**src/rtl/prescaled_timer.sv**
```systemverilog
// Prescaled up/down timer. The clock is divided by presc+1 (counting only
// enabled clocks); each prescaled step moves the N-bit count and raises the
// one-cycle tick that enables a downstream counter. Compare-match and wrap
// pulses accompany each step, and one-shot mode parks the timer in DONE on match.
module prescaled_timer #(
    parameter int N = 4,
    parameter int P = 8
) (
    input  logic         clk,
    input  logic         res_n,
    input  logic         en,
    input  logic         start,
    input  logic         mode,
    input  logic         count_up,
    input  logic [P-1:0] presc,
    input  logic         load,
    input  logic [N-1:0] set,
    input  logic [N-1:0] cmp,
    output logic         tick,
    output logic [N-1:0] count,
    output logic         match,
    output logic         wrap,
    output logic         busy
);

    typedef enum logic [1:0] {
        IDLE = 2'd0,
        RUN  = 2'd1,
        DONE = 2'd2
    } state_t;

    localparam logic [N-1:0] CNT_ONE = N'(1);
    localparam logic [N-1:0] CNT_MAX = '1;
    localparam logic [P-1:0] PSC_ONE = P'(1);

    state_t       state_q, state_d;
    logic [P-1:0] psc_q, psc_d;
    logic [N-1:0] count_q, count_d;
    logic         tick_q, tick_d;
    logic         match_q, match_d;
    logic         wrap_q, wrap_d;
    logic         busy_q, busy_d;
    logic [N-1:0] stepped;

    // Next-state: load beats a step; steps only happen in RUN with en high.
    always_comb begin
        state_d = state_q;
        psc_d   = psc_q;
        count_d = count_q;
        tick_d  = 1'b0;
        match_d = 1'b0;
        wrap_d  = 1'b0;
        stepped = count_up ? (count_q + CNT_ONE) : (count_q - CNT_ONE);
        if (load) begin
            count_d = set;
            psc_d   = '0;
            if (state_q != RUN && start) state_d = RUN;
        end else begin
            case (state_q)
                RUN: begin
                    if (en) begin
                        // >= lets a lowered presc end the current period at once
                        if (psc_q >= presc) begin
                            psc_d   = '0;
                            tick_d  = 1'b1;
                            count_d = stepped;
                            wrap_d  = count_up ? (count_q == CNT_MAX) : (count_q == '0);
                            match_d = (stepped == cmp);
                            if (match_d && mode) state_d = DONE;
                        end else begin
                            psc_d = psc_q + PSC_ONE;
                        end
                    end
                end
                default: begin
                    if (start) begin
                        state_d = RUN;
                        psc_d   = '0;
                    end
                end
            endcase
        end
        busy_d = (state_d == RUN);
    end

    // State and registered outputs, synchronous active-low reset.
    always_ff @(posedge clk) begin
        if (!res_n) begin
            state_q <= IDLE;
            psc_q   <= '0;
            count_q <= '0;
            tick_q  <= 1'b0;
            match_q <= 1'b0;
            wrap_q  <= 1'b0;
            busy_q  <= 1'b0;
        end else begin
            state_q <= state_d;
            psc_q   <= psc_d;
            count_q <= count_d;
            tick_q  <= tick_d;
            match_q <= match_d;
            wrap_q  <= wrap_d;
            busy_q  <= busy_d;
        end
    end

    assign tick  = tick_q;
    assign count = count_q;
    assign match = match_q;
    assign wrap  = wrap_q;
    assign busy  = busy_q;

endmodule
```
**config.mk**
```make
export PLATFORM = sky130hd
export DESIGN_NAME = prescaled_timer
export DESIGN_NICKNAME = d
export VERILOG_FILES = /design/src/rtl/prescaled_timer.sv
export SDC_FILE = /design/constraint.sdc
export NUM_CORES = 1
export LEC_CHECK = 0
export CAP_MARGIN = 20
export CORE_MARGIN = 2
export CORE_UTILIZATION = 27
export CTS_BUF_LIST = sky130_fd_sc_hd__clkbuf_4 sky130_fd_sc_hd__clkbuf_8 sky130_fd_sc_hd__clkbuf_16
export DETAILED_ROUTE_END_ITERATION = 16
export GPL_TIMING_DRIVEN = 0
export HOLD_SLACK_MARGIN = 0.1
export PLACE_DENSITY = 0.52
export SETUP_SLACK_MARGIN = 0.05
export SYNTH_ARGS = -nofsm -noshare
export SYNTH_HDL_FRONTEND = slang
export SYNTH_SLANG_ARGS = --single-unit
```
**constraint.sdc**
```tcl
create_clock -name clk -period 2.2 [get_ports clk]
set_input_delay 0.22 -clock clk [delete_from_list [all_inputs] [get_ports clk]]
set_output_delay 0.22 -clock clk [all_outputs]
set_load 0.03 [all_outputs]
```
* Word-level counts from Yosys, hierarchy flattened
Cells that the tools add are included.
** Cells by class
- Eq/ne operators :: 6
- Bitwise gates (word level) :: 4
- Reductions and logical operators :: 12
- $lt $le $gt $ge :: 1
- Add/sub/neg operators :: 3
- Mux-type cells :: 18
** Operators by type and width (count)
- 8-bit two-way mux :: 4
- 4-bit two-way mux :: 5
- 2-bit two-way mux :: 7
- 8-bit by 1-bit adder with 8-bit output (second input constant) :: 1
- 8-bit greater-or-equal comparator :: 1
- 2-bit nonzero test :: 4
- 5-bit OR reduction :: 1
- 4-bit by 1-bit adder with 4-bit output (second input constant) :: 1
- 2-bit by 1-bit == test with 1-bit output (second input constant) :: 2
- 4-bit == test :: 1
- 4-bit == test (second input constant) :: 1
- 4-bit logical NOT :: 1
- 1-bit NOT :: 4
- 4-bit OR reduction :: 1
- 4-bit by 1-bit subtractor with 4-bit output (second input constant) :: 1
- 3-bit AND reduction :: 1
- 1-bit logical AND :: 2
- 1-bit two-way mux :: 2
- 2-bit by 1-bit inequality test with 1-bit output (second input constant) :: 1
- 2-bit inequality test (second input constant) :: 1
- 2-bit AND reduction :: 1
- 2-bit OR reduction :: 1
** Word-level totals
- Logic and storage cells :: 51
- Bits in registers :: 18
- Output and inout port bits :: 8

* Depth between registers and ports, before layout
Gate-level depths: netlist of run 1.
- Word-level depth :: 10
- Gate-level depth with buffers :: 8
- Mapped depth without buffers :: 7

* Worst setup path after synthesis of run 1
No wires, ideal clock.
- Kind :: register -> register
- Start :: reg count_q[0], in the netlist count[0]
- End :: reg busy_q, in the netlist busy
- Data arrival time :: 2025 ps
- Buffers on the path :: 0
- Library setup time :: 124 ps
- Stages on the path, launching flop included :: 8
- Required time :: 2076 ps
- Slack :: 51 ps
- Cell sequence :: dfxtp_1 > inv_1 > fa_1 > xor2_1 > xnor2_1 > nor3_4 > nor3b_1 > a21oi_1
** Between the ends
- Word-level cells in the longest chain between the ends :: 10
- Elaborated cells on any way between the ends :: 11
** RTL lines
- start, declared :: line 38 : logic [N-1:0] count_q, count_d;
- start signal, assigned :: line 99 : count_q <= count_d;
- 4-bit by 1-bit subtractor with 4-bit output or 4-bit by 1-bit adder with 4-bit output (tied branches) :: line 53 : stepped = count_up ? (count_q + CNT_ONE) : (count_q - CNT_ONE);
- 4-bit two-way mux (*) :: line 53
- 4-bit == test (*) :: line 68 : match_d = (stepped == cmp);
- 1-bit logical AND (*) :: line 69 : if (match_d && mode) state_d = DONE;
- 2-bit two-way mux (*) :: line 69
- 2-bit two-way mux (*) :: line 63 : if (psc_q >= presc) begin
- 2-bit two-way mux (*) :: line 61 : if (en) begin
- 2-bit two-way mux (*) :: line 59 : case (state_q)
- 2-bit two-way mux (*) :: line 54 : if (load) begin
- 2-bit by 1-bit == test with 1-bit output (*) :: line 83 : busy_d = (state_d == RUN);
- end signal, assigned :: line 103 : busy_q <= busy_d;
- end, declared :: line 42 : logic busy_q, busy_d;
Every way passes the cells marked *; elsewhere a longest branch is shown, timed or not.
A chain may end at the register's enable or synchronous reset.

* Worst setup path after layout of run 1
- Start :: in presc[1]
- End :: reg count_q[3], in the netlist count[3]
** Between the ends
- Word-level cells in the longest chain between the ends :: 3
** RTL lines
- start, declared :: line 15 : input logic [P-1:0] presc,
- 8-bit greater-or-equal comparator :: line 63
- 2-bit nonzero test (no line)
- 3-bit AND reduction (no line)
Every way passes these cells.

==> flow_summary.yaml, run 1 <==
global_route:
  grt_pass1_wl_um: 5361
  grt_overflow_total: 0
  grt_pass1_vias: 1186
  antenna_found_initial: 0
  grt.total_usage_pct: 12.62
  grt_start_max_net_pins: 11
status:
  outcome: "complete, no violations"
logic_synthesis:
  yosysMostFrequentCell: "dfxtp_1"
  ys_seq_area_share_pct: 27.85
  synth_area_per_cell_sq_um: 8.922
  synth_warnings: 0
  synthArstFlopShare_pct: 0
  synth_fp_nets: 180
  ys_ff_latch: 18
  syn_area_sq_um: 1294
  synth.area.top_cells: "dfxtp_1 (28%), ha_1 (11%), xnor2_1 (4.7%)"
  synth_cells: 145
  synth_top_cell_area_share_pct: 27.85
  synth_common_cells: "dfxtp_1 (18), inv_1 (16), ha_1 (11)"
  ys_types: 43
  synth_top_cell_by_area: "dfxtp_1"
  yosys_most_used_dff: "dfxtp_1"
  synth_enable_flop_cells: 0
critical_path:
  slowest_delay_ns: 0.45
  cp_max_fo: 7
  startpoint_type: "input port"
  cp_top_family: "buffers and inverters"
  cp_slowest_cell: "clkdlybuf4s50_1"
  worstPathCellList: "clkdlybuf4s50_1 > inv_1 > ha_1 > a2111oi_4 > buf_4 > o311ai_4 > nand4_1 > or3b_1"
  worstPathRequired_ns: 2.34
  endpoint_kind: "flop"
  cp.buffers_inverters: 3
  crit_type: "in2reg"
  cp.arrival_ns: 2.23
cts:
  cts_tree: "done"
  cts.clk_slew.worst_paths_ns: 0.07
  clock_path_buffers: 2
  cts.sinks: 18
  clk_latency_ns: 0.25
  clock-root-buffer: "clkbuf_8"
  htreeDepth: 1
  cts_made_buffers: 3
  cts_hold_buffers: 0
placed_design:
  hpwl_um: 2557
  gp_congestion: 0.8069
  pre_cts_slack_ns: -0.3048
  dpl_cell_area_sq_um: 1652
  portBuffers: 29
detailed_routing:
  wl_um: 3169
  dr.pass1.iters: 4
  via_count: 1196
  drc: 0
  post_drt_wl_per_cell_um: 13.60
  ant_nets: 0
  routed_via_density: 5.133
  drtIter0Drc: 75
floorplan:
  die_area_sq_um: 5361
  die_x_um: 73.22
  rows: 25
  die_h_um: 73.22
  io-pin-count: 31
  coreArea_sq_um: 4661
  start_util_pct: 27.76
timing:
  slew_headroom_pct: 69.20
  finalSetupViolCount: 0
  finalClockSkew_ns: 0.004125
  period_minus_slack_ns: 2.096
  fin_setup_tns_ns: 0
  worstMarginPinSlew_ns: 0.4620
  period_share_pct: 95.26
  hold_viol: 0
  drv_slew: 0
  rsz0062_at_grt: "yes"
  max_freq_ghz: 0.4772
  setup_ws_ns: 0.1043
finish:
  synthToLayoutAreaGrowth_pct: 35.98
  final_nets: 215
  fillers: 476
  fin_area_sq_um: 1759
  drive_above_1_share_pct: 14.53
  diodes: 0
pwr:
  pwr_density_cell_nw_per_um2: 473.7
  ir_worst_vdd_mv: 0.2188
  p_leak_nw: 0.7148
  total_power_mw: 0.8334
min_path:
  hp-class: "in2reg"
job:
  maxCapViolations: 0
## layer usage
layer / routed length, um / GRT usage [%] / vias to the layer above
met2: 1567 / 22.22 / 38
met4: 59 / 4.527 / 0
met1: 1358 / 14.92 / 560
met3: 184 / 2.762 / 6
met5: 0 / 0 / -
li1: - / - / 592
## tightest hold or removal path: stages
cell and delay, ns:
buf_2 0.15, nand3_1 0.08, o211ai_1 0.08
## sequential cells by signal, indices dropped and copies added (netlist names)
| signal | cells |
|---|---|
| wrap | 1 |
| state_q | 2 |
| tick | 1 |
| match | 1 |
| busy | 1 |
| psc_q | 8 |
| count | 4 |
## layout by cell type (no fill, tap or decap), drive strengths merged, types with 2 or more instances in the layout
cell / Yosys / final
a21oi: 5 / 5
o21a: 5 / 5
nor4: 2 / 2
and3: 2 / 2
nor2b: 2 / 2
nand2b: 2 / 2
clkdlybuf4s50: 0 / 28
and2: 2 / 2
o21ai: 6 / 6
nand3: 9 / 9
nor2: 9 / 9
inv: 16 / 16
nand2: 6 / 6
ha: 11 / 11
buf: 2 / 3
a211oi: 3 / 3
xnor2: 7 / 7
nand4: 4 / 4
clkbuf: 3 / 7
nor3b: 3 / 3
dfxtp: 18 / 18
o311ai: 5 / 5
a22o: 2 / 2
a21o: 2 / 2
nor3: 6 / 6
## through the flow
stage / std cells / util, % / hold WS (ns)
after floorplan: 145 / - / 0.3782
after global placement: 228 / 35.44 / 0.5023
after detailed placement: 228 / 35.44 / 0.5328
after CTS: 232 / 36.78 / 0.3236
after global routing: 233 / 37.75 / 0.3406
final: 233 / 37.75 / 0.3211
## final cells by class
cell class	instances	area (sq um)	share of cell area, %
plain buffers	5	22.52	1.280
clock buffers	4	55.05	3.129
inverters	16	60.06	3.414
multi-input cells	106	887.1	50.43
flip-flops and latches	18	366.6	20.84
well taps	54	67.56	3.841
repair buffers	30	300.3	17.07
## power by group
group,total [mW],internal (mW),switching (mW),leakage [nW]
clock,0.271,0.159,0.112,0.0288
sequential,0.345,0.334,0.0111,0.148
combinational,0.218,0.113,0.105,0.538
## kinds of logic after synthesis
family	Yosys count	share of synthesized area, %
buffers and inverters	21	6.383
multiplexers	1	0.7737
XOR/XNOR	9	7.157
AND/OR/NAND/NOR	50	22.82
flip-flops	18	27.85
AO/OA/AOI/OAI	34	22.83
adder cells (fa/ha/maj)	12	12.19
## worst paths after layout
check	startpoint	end	slack, ns	cells past startpoint
worst max-delay path	presc[1]	count[3]	0.10	8
worst min-delay path	load	count[1]	0.32	3
worst max register to register	psc_q[0]	count[3]	0.14	8
worst min register to register	state_q[1]	state_q[1]	0.55	2
## what timing repair did
action                     in CTS  in global routing
setup buffers                   0                  1
resized for setup               3                 10
setup endpoints to repair       6                 14
pin swaps                       1                  2
Power figures use the tool's default switching activity.
==> run 2: changes to the inputs <==
Settings changed: CORE_ASPECT_RATIO set to 0.75.
==> run 2 against run 1 <==
First-iteration DRC count is 29% higher. Die area rose by 0.11%. Worst setup slack better by 0.0041 ns. Fmax is 0.19% higher. Combinational power is essentially flat. Clock skew down 0.0011 ns. Critical endpoint is now state_q[1]. Largest cell class unchanged.
==> flow_summary.yaml, run 2 (synthesis results as in run 1) <==
cts:
  htreeDepth: 1
  cts_hold_buffers: 0
  cts_tree: "done"
  cts.clk_slew.worst_paths_ns: 0.07
  cts_made_buffers: 3
  clk_latency_ns: 0.26
  cts.sinks: 18
  clock-root-buffer: "clkbuf_8"
  clock_path_buffers: 2
detailed_routing:
  ant_nets: 0
  post_drt_wl_per_cell_um: 13.01
  drtIter0Drc: 97
  drc: 0
  wl_um: 3070
  dr.pass1.iters: 4
  via_count: 1167
  routed_via_density: 4.945
pwr:
  ir_worst_vdd_mv: 0.2671
  p_leak_nw: 0.7086
  pwr_density_cell_nw_per_um2: 482.9
floorplan:
  die_area_sq_um: 5367
  rows: 21
  die_h_um: 63.95
  io-pin-count: 31
  die_x_um: 83.93
  start_util_pct: 28.46
  coreArea_sq_um: 4546
placed_design:
  gp_congestion: 0.7576
  hpwl_um: 2460
  portBuffers: 29
timing:
  slew_headroom_pct: 69.41
  fin_setup_tns_ns: 0
  worstMarginPinSlew_ns: 0.4588
  drv_slew: 0
  hold_viol: 0
  finalSetupViolCount: 0
  max_freq_ghz: 0.4781
  period_minus_slack_ns: 2.092
  rsz0062_at_grt: "yes"
  period_share_pct: 95.07
  finalClockSkew_ns: 0.003032
critical_path:
  crit_path_start: "psc_q[0]"
  endpoint_kind: "flop"
  startpoint_type: "flop"
  timing.rr.start: "psc_q[0]"
  worstPathCellList: "inv_1 > ha_1 > nand2b_4 > a2111oi_4 > buf_4 > o311ai_4 > nand2_1 > o41ai_2"
  cp_max_fo: 7
  slowest_delay_ns: 0.39
  worstPathRequired_ns: 2.36
  crit_type: "reg2reg"
  cp_slowest_cell: "o311ai_4"
  cp.arrival_ns: 2.25
min_path:
  hp-class: "in2reg"
  hp-start: "load"
finish:
  synthToLayoutAreaGrowth_pct: 34.82
  layout_common_cells: "clkdlybuf4s50_1 (28), dfxtp_1 (16), inv_1 (15)"
  mostFrequentLayoutCell: "clkdlybuf4s50_1"
  diodes: 0
  largest_register_ffs: 8
  largest-register: "psc_q"
  multi_input_area_sq_um: 873.3
  drive_above_1_share_pct: 12.29
  utilization_pct: 38.37
  register_area_sq_um: 362.8
  final_nets: 215
  fillers: 467
job:
  maxCapViolations: 0
global_route:
  grt_overflow_total: 0
  grt_start_max_net_pins: 11
  grt_pass1_wl_um: 5119
  grt_pass1_vias: 1118
  antenna_found_initial: 0
  grt.total_usage_pct: 11.77
status:
  outcome: "complete, no violations"
run 2: layout make-up:
type                            instances  area share, %
Inverter                               16          3.443
Tap cell                               57          4.089
Multi-Input combinational cell        106          50.07
Timing Repair Buffer                   30          17.00
Clock buffer                            4          3.156
Buffer                                  5          1.435
Sequential cell                        18          20.80
run 2: metal layers:
metal | routed length [um] | track usage (%)
met1 | 1650 | 16.99
met2 | 1249 | 17.40
met3 | 148 | 3.747
met4 | 21 | 1.815
met5 | 0 | 0
run 2: report_power, final:
group	internal [mW]	leakage, nW	switching (mW)	total, mW
sequential	0.334	0.147	0.0107	0.345
combinational	0.111	0.533	0.104	0.215
clock	0.159	0.0288	0.123	0.282
run 2: final timing paths:
check | slack (ns) | to | cells after the start
setup / recovery | 0.11 | state_q[1] | 8
hold / removal | 0.31 | count[1] | 3
hold reg to reg | 0.52 | state_q[1] | 2
setup reg to reg | 0.11 | state_q[1] | 8
run 2: per-stage QoR:
| stage | hold WS [ns] | setup slack [ns] | instances | power, mW | area (sq um) |
|---|---|---|---|---|---|
| after global placement | 0.4988 | -0.2630 | 231 | 0.5584 | 1655 |
| after detailed placement | 0.5055 | -0.2804 | 231 | 0.5602 | 1655 |
| after floorplan | 0.3782 | 0.05057 | 145 | 0.4828 | 1294 |
| final | 0.3060 | 0.1084 | 236 | 0.8423 | 1744 |
| after global routing | 0.3452 | 0.02165 | 236 | 0.8796 | 1744 |
| after CTS | 0.3128 | 0.05618 | 235 | 0.8402 | 1729 |
run 2: repair_timing:
| action | CTS | global route |
|---|---|---|
| buffers inserted | 0 | 1 |
| pin swaps | 0 | 1 |
| resized for setup | 7 | 2 |
| endpoints found under the setup margin | 5 | 8 |
run 2: worst max-delay path: cells and delay by family (launching register included):
kind	cells	cell delay (ns)
compound gates	3	0.81
fa+ha+maj	1	0.26
buf+inv	2	0.21
flops	1	0.38
simple gates	2	0.33
==> run 3: changes to the inputs <==
Clock period 2.2 ns to 2.3 ns, I/O delays scaled along.
==> run 3 against run 2 <==
Die area unchanged. Critical path depth is the same. Via count hardly changed. Register-to-register slack improved by 0.07 ns. Worst setup slack better by 0.067 ns. Clock skew grew 0.00059 ns. Fmax decreased by 1.6%. Final area decreased by 0.79%. Largest power group unchanged.
==> flow_summary.yaml, run 3 (synthesis results as in run 1) <==
status:
  outcome: "complete, no violations"
detailed_routing:
  drtIter0Drc: 99
  ant_nets: 0
  wl_um: 3042
  via_count: 1166
  routed_via_density: 4.962
  post_drt_wl_per_cell_um: 12.94
  drc: 0
  dr.pass1.iters: 4
finish:
  final_nets: 214
  fin_area_sq_um: 1730
  instances_no_fill: 235
  largest_register_ffs: 8
  utilization_pct: 38.07
  mostFrequentLayoutCell: "clkdlybuf4s50_1"
  synthToLayoutAreaGrowth_pct: 33.75
  diodes: 0
  drive_above_1_share_pct: 11.24
  fillers: 469
  layout_common_cells: "clkdlybuf4s50_1 (28), dfxtp_1 (16), inv_1 (15)"
  largest-register: "psc_q"
floorplan:
  rows: 21
  die_area_sq_um: 5367
  die_x_um: 83.93
  coreArea_sq_um: 4546
  die_h_um: 63.95
  io-pin-count: 31
  start_util_pct: 28.46
min_path:
  whs_path_depth: 3
  hold_path_end: "count[1]"
  hp-class: "in2reg"
  hp-start: "load"
placed_design:
  dpl_cell_area_sq_um: 1655
  portBuffers: 29
  gp_congestion: 0.7576
  hpwl_um: 2460
  placedCellCount: 231
global_route:
  grt.total_usage_pct: 11.71
  grt_overflow_total: 0
  antenna_found_initial: 0
  grt_start_max_net_pins: 11
  grt_pass1_vias: 1112
  grt_pass1_wl_um: 5099
timing:
  finalSetupViolCount: 0
  max_freq_ghz: 0.4707
  period_share_pct: 92.38
  rsz0062_at_grt: "no"
  worstMarginPinSlew_ns: 0.4491
  timing.hold.ws_ns: 0.3174
  hold_viol: 0
  slew_headroom_pct: 70.06
  period_minus_slack_ns: 2.125
  drv_slew: 0
  finalClockSkew_ns: 0.003620
critical_path:
  r2r_setup_slack_ns: 0.18
  timing.rr.start: "psc_q[0]"
  cp.buffers_inverters: 2
  cp_slowest_cell: "a2111oi_4"
  rr_endpoint: "psc_q[2]"
  startpoint_type: "flop"
  slowest_delay_ns: 0.43
  cp_top_family: "compound AO/OA/AOI/OAI gates"
  crit_type: "reg2reg"
  worstPathRequired_ns: 2.51
  endpoint_kind: "flop"
  worstPathCellList: "inv_1 > ha_1 > nand2b_4 > a2111oi_4 > o311ai_1 > buf_2 > o311ai_1 > o21a_1"
  cp.arrival_ns: 2.34
  worst_path_most_repeated_cell: "o311ai_1"
  cp_max_fo: 10
  ff2ff_path_depth: 8
cts:
  htreeDepth: 1
  cts_setup_buffers: 0
  clk_latency_ns: 0.26
  cts_made_buffers: 3
  clock_path_buffers: 2
  cts_tree: "done"
  cts.clk_slew.worst_paths_ns: 0.07
  cts.sinks: 18
  clock-root-buffer: "clkbuf_8"
pwr:
  total_power_mw: 0.7989
  seqPwrFrac_pct: 41.3
  clkPwrFrac_pct: 33.5
  ir_worst_vdd_mv: 0.2550
  pwr-share-comb_pct: 25.2
  pwr_density_cell_nw_per_um2: 461.7
  p_sw_share_pct: 27.95
  p_sw_mw: 0.2233
  p_leak_nw: 0.7084
  p_int_mw: 0.5756
job:
  maxCapViolations: 0
run 3: cell types whose count changed in the layout (fill, tap and decap cells not counted), sizes merged:
cell	previous run	this run
clkbuf	8	7
dlygate4sd2	1	0
dlymetal6s2s	0	1
run 3: worst register-to-register path, delay by kind of cell, from the launching register on:
family / cells / cell delay (ns)
AO/OA/AOI/OAI: 4 / 1.00
AND/OR/NAND/NOR: 1 / 0.15
adder cells (fa/ha/maj): 1 / 0.26
flip-flops: 1 / 0.38
buffers and inverters: 2 / 0.28
run 3: per-layer routing:
| layer | vias up | track usage [%] | part of all wire [%] |
|---|---|---|---|
| met4 | 0 | 1.815 | 0.69 |
| met1 | 546 | 16.99 | 53 |
| met2 | 26 | 17.20 | 41 |
| met5 | - | 0 | 0 |
| met3 | 2 | 3.747 | 5.1 |
| li1 | 592 | - | - |
run 3: layout make-up:
class,instances,area (sq um),area share (%)
timing repair buffer,29,292.8,16.92
tap,57,71.32,4.121
buffer,5,22.52,1.302
multi-input combinational,106,865.8,50.04
inverter,16,60.06,3.471
clock buffer,4,55.05,3.181
sequential,18,362.8,20.97
run 3: power by group through the flow:
| stage | logic [mW] | clock network, mW | registers [mW] |
|---|---|---|---|
| after floorplan | 0.115 | 0 | 0.347 |
| after global placement | 0.197 | 0 | 0.337 |
| after detailed placement | 0.199 | 0 | 0.337 |
| after CTS | 0.200 | 0.270 | 0.330 |
| after global routing | 0.219 | 0.286 | 0.332 |
| final | 0.201 | 0.267 | 0.330 |
run 3: through the flow:
step	setup TNS (ns)	setup slack, ns
2_1_floorplan	0	0.1506
3_3_place_gp	-0.6023	-0.1730
3_5_place_dp	-0.8191	-0.1904
4_1_cts	0	0.05376
5_1_grt	0	0.05441
6_report	0	0.1753
run 3: worst max path at each step:
| stage | slack, ns | startpoint | cells past startpoint | to |
|---|---|---|---|---|
| 2_1_floorplan | 0.15 | count[0] | 7 | busy |
| 3_3_place_gp | -0.17 | count_up | 8 | busy |
| 3_5_place_dp | -0.19 | count_up | 8 | state_q[0] |
| 4_1_cts | 0.05 | count[0] | 7 | state_q[0] |
| 5_1_grt | 0.05 | psc_q[0] | 8 | psc_q[6] |
| 6_report | 0.18 | psc_q[0] | 8 | psc_q[2] |
run 3: timing repair:
item / in CTS / in global routing
hold buffers: 0 / 0
setup endpoints to repair: 0 / 9
resized for setup: 0 / 7
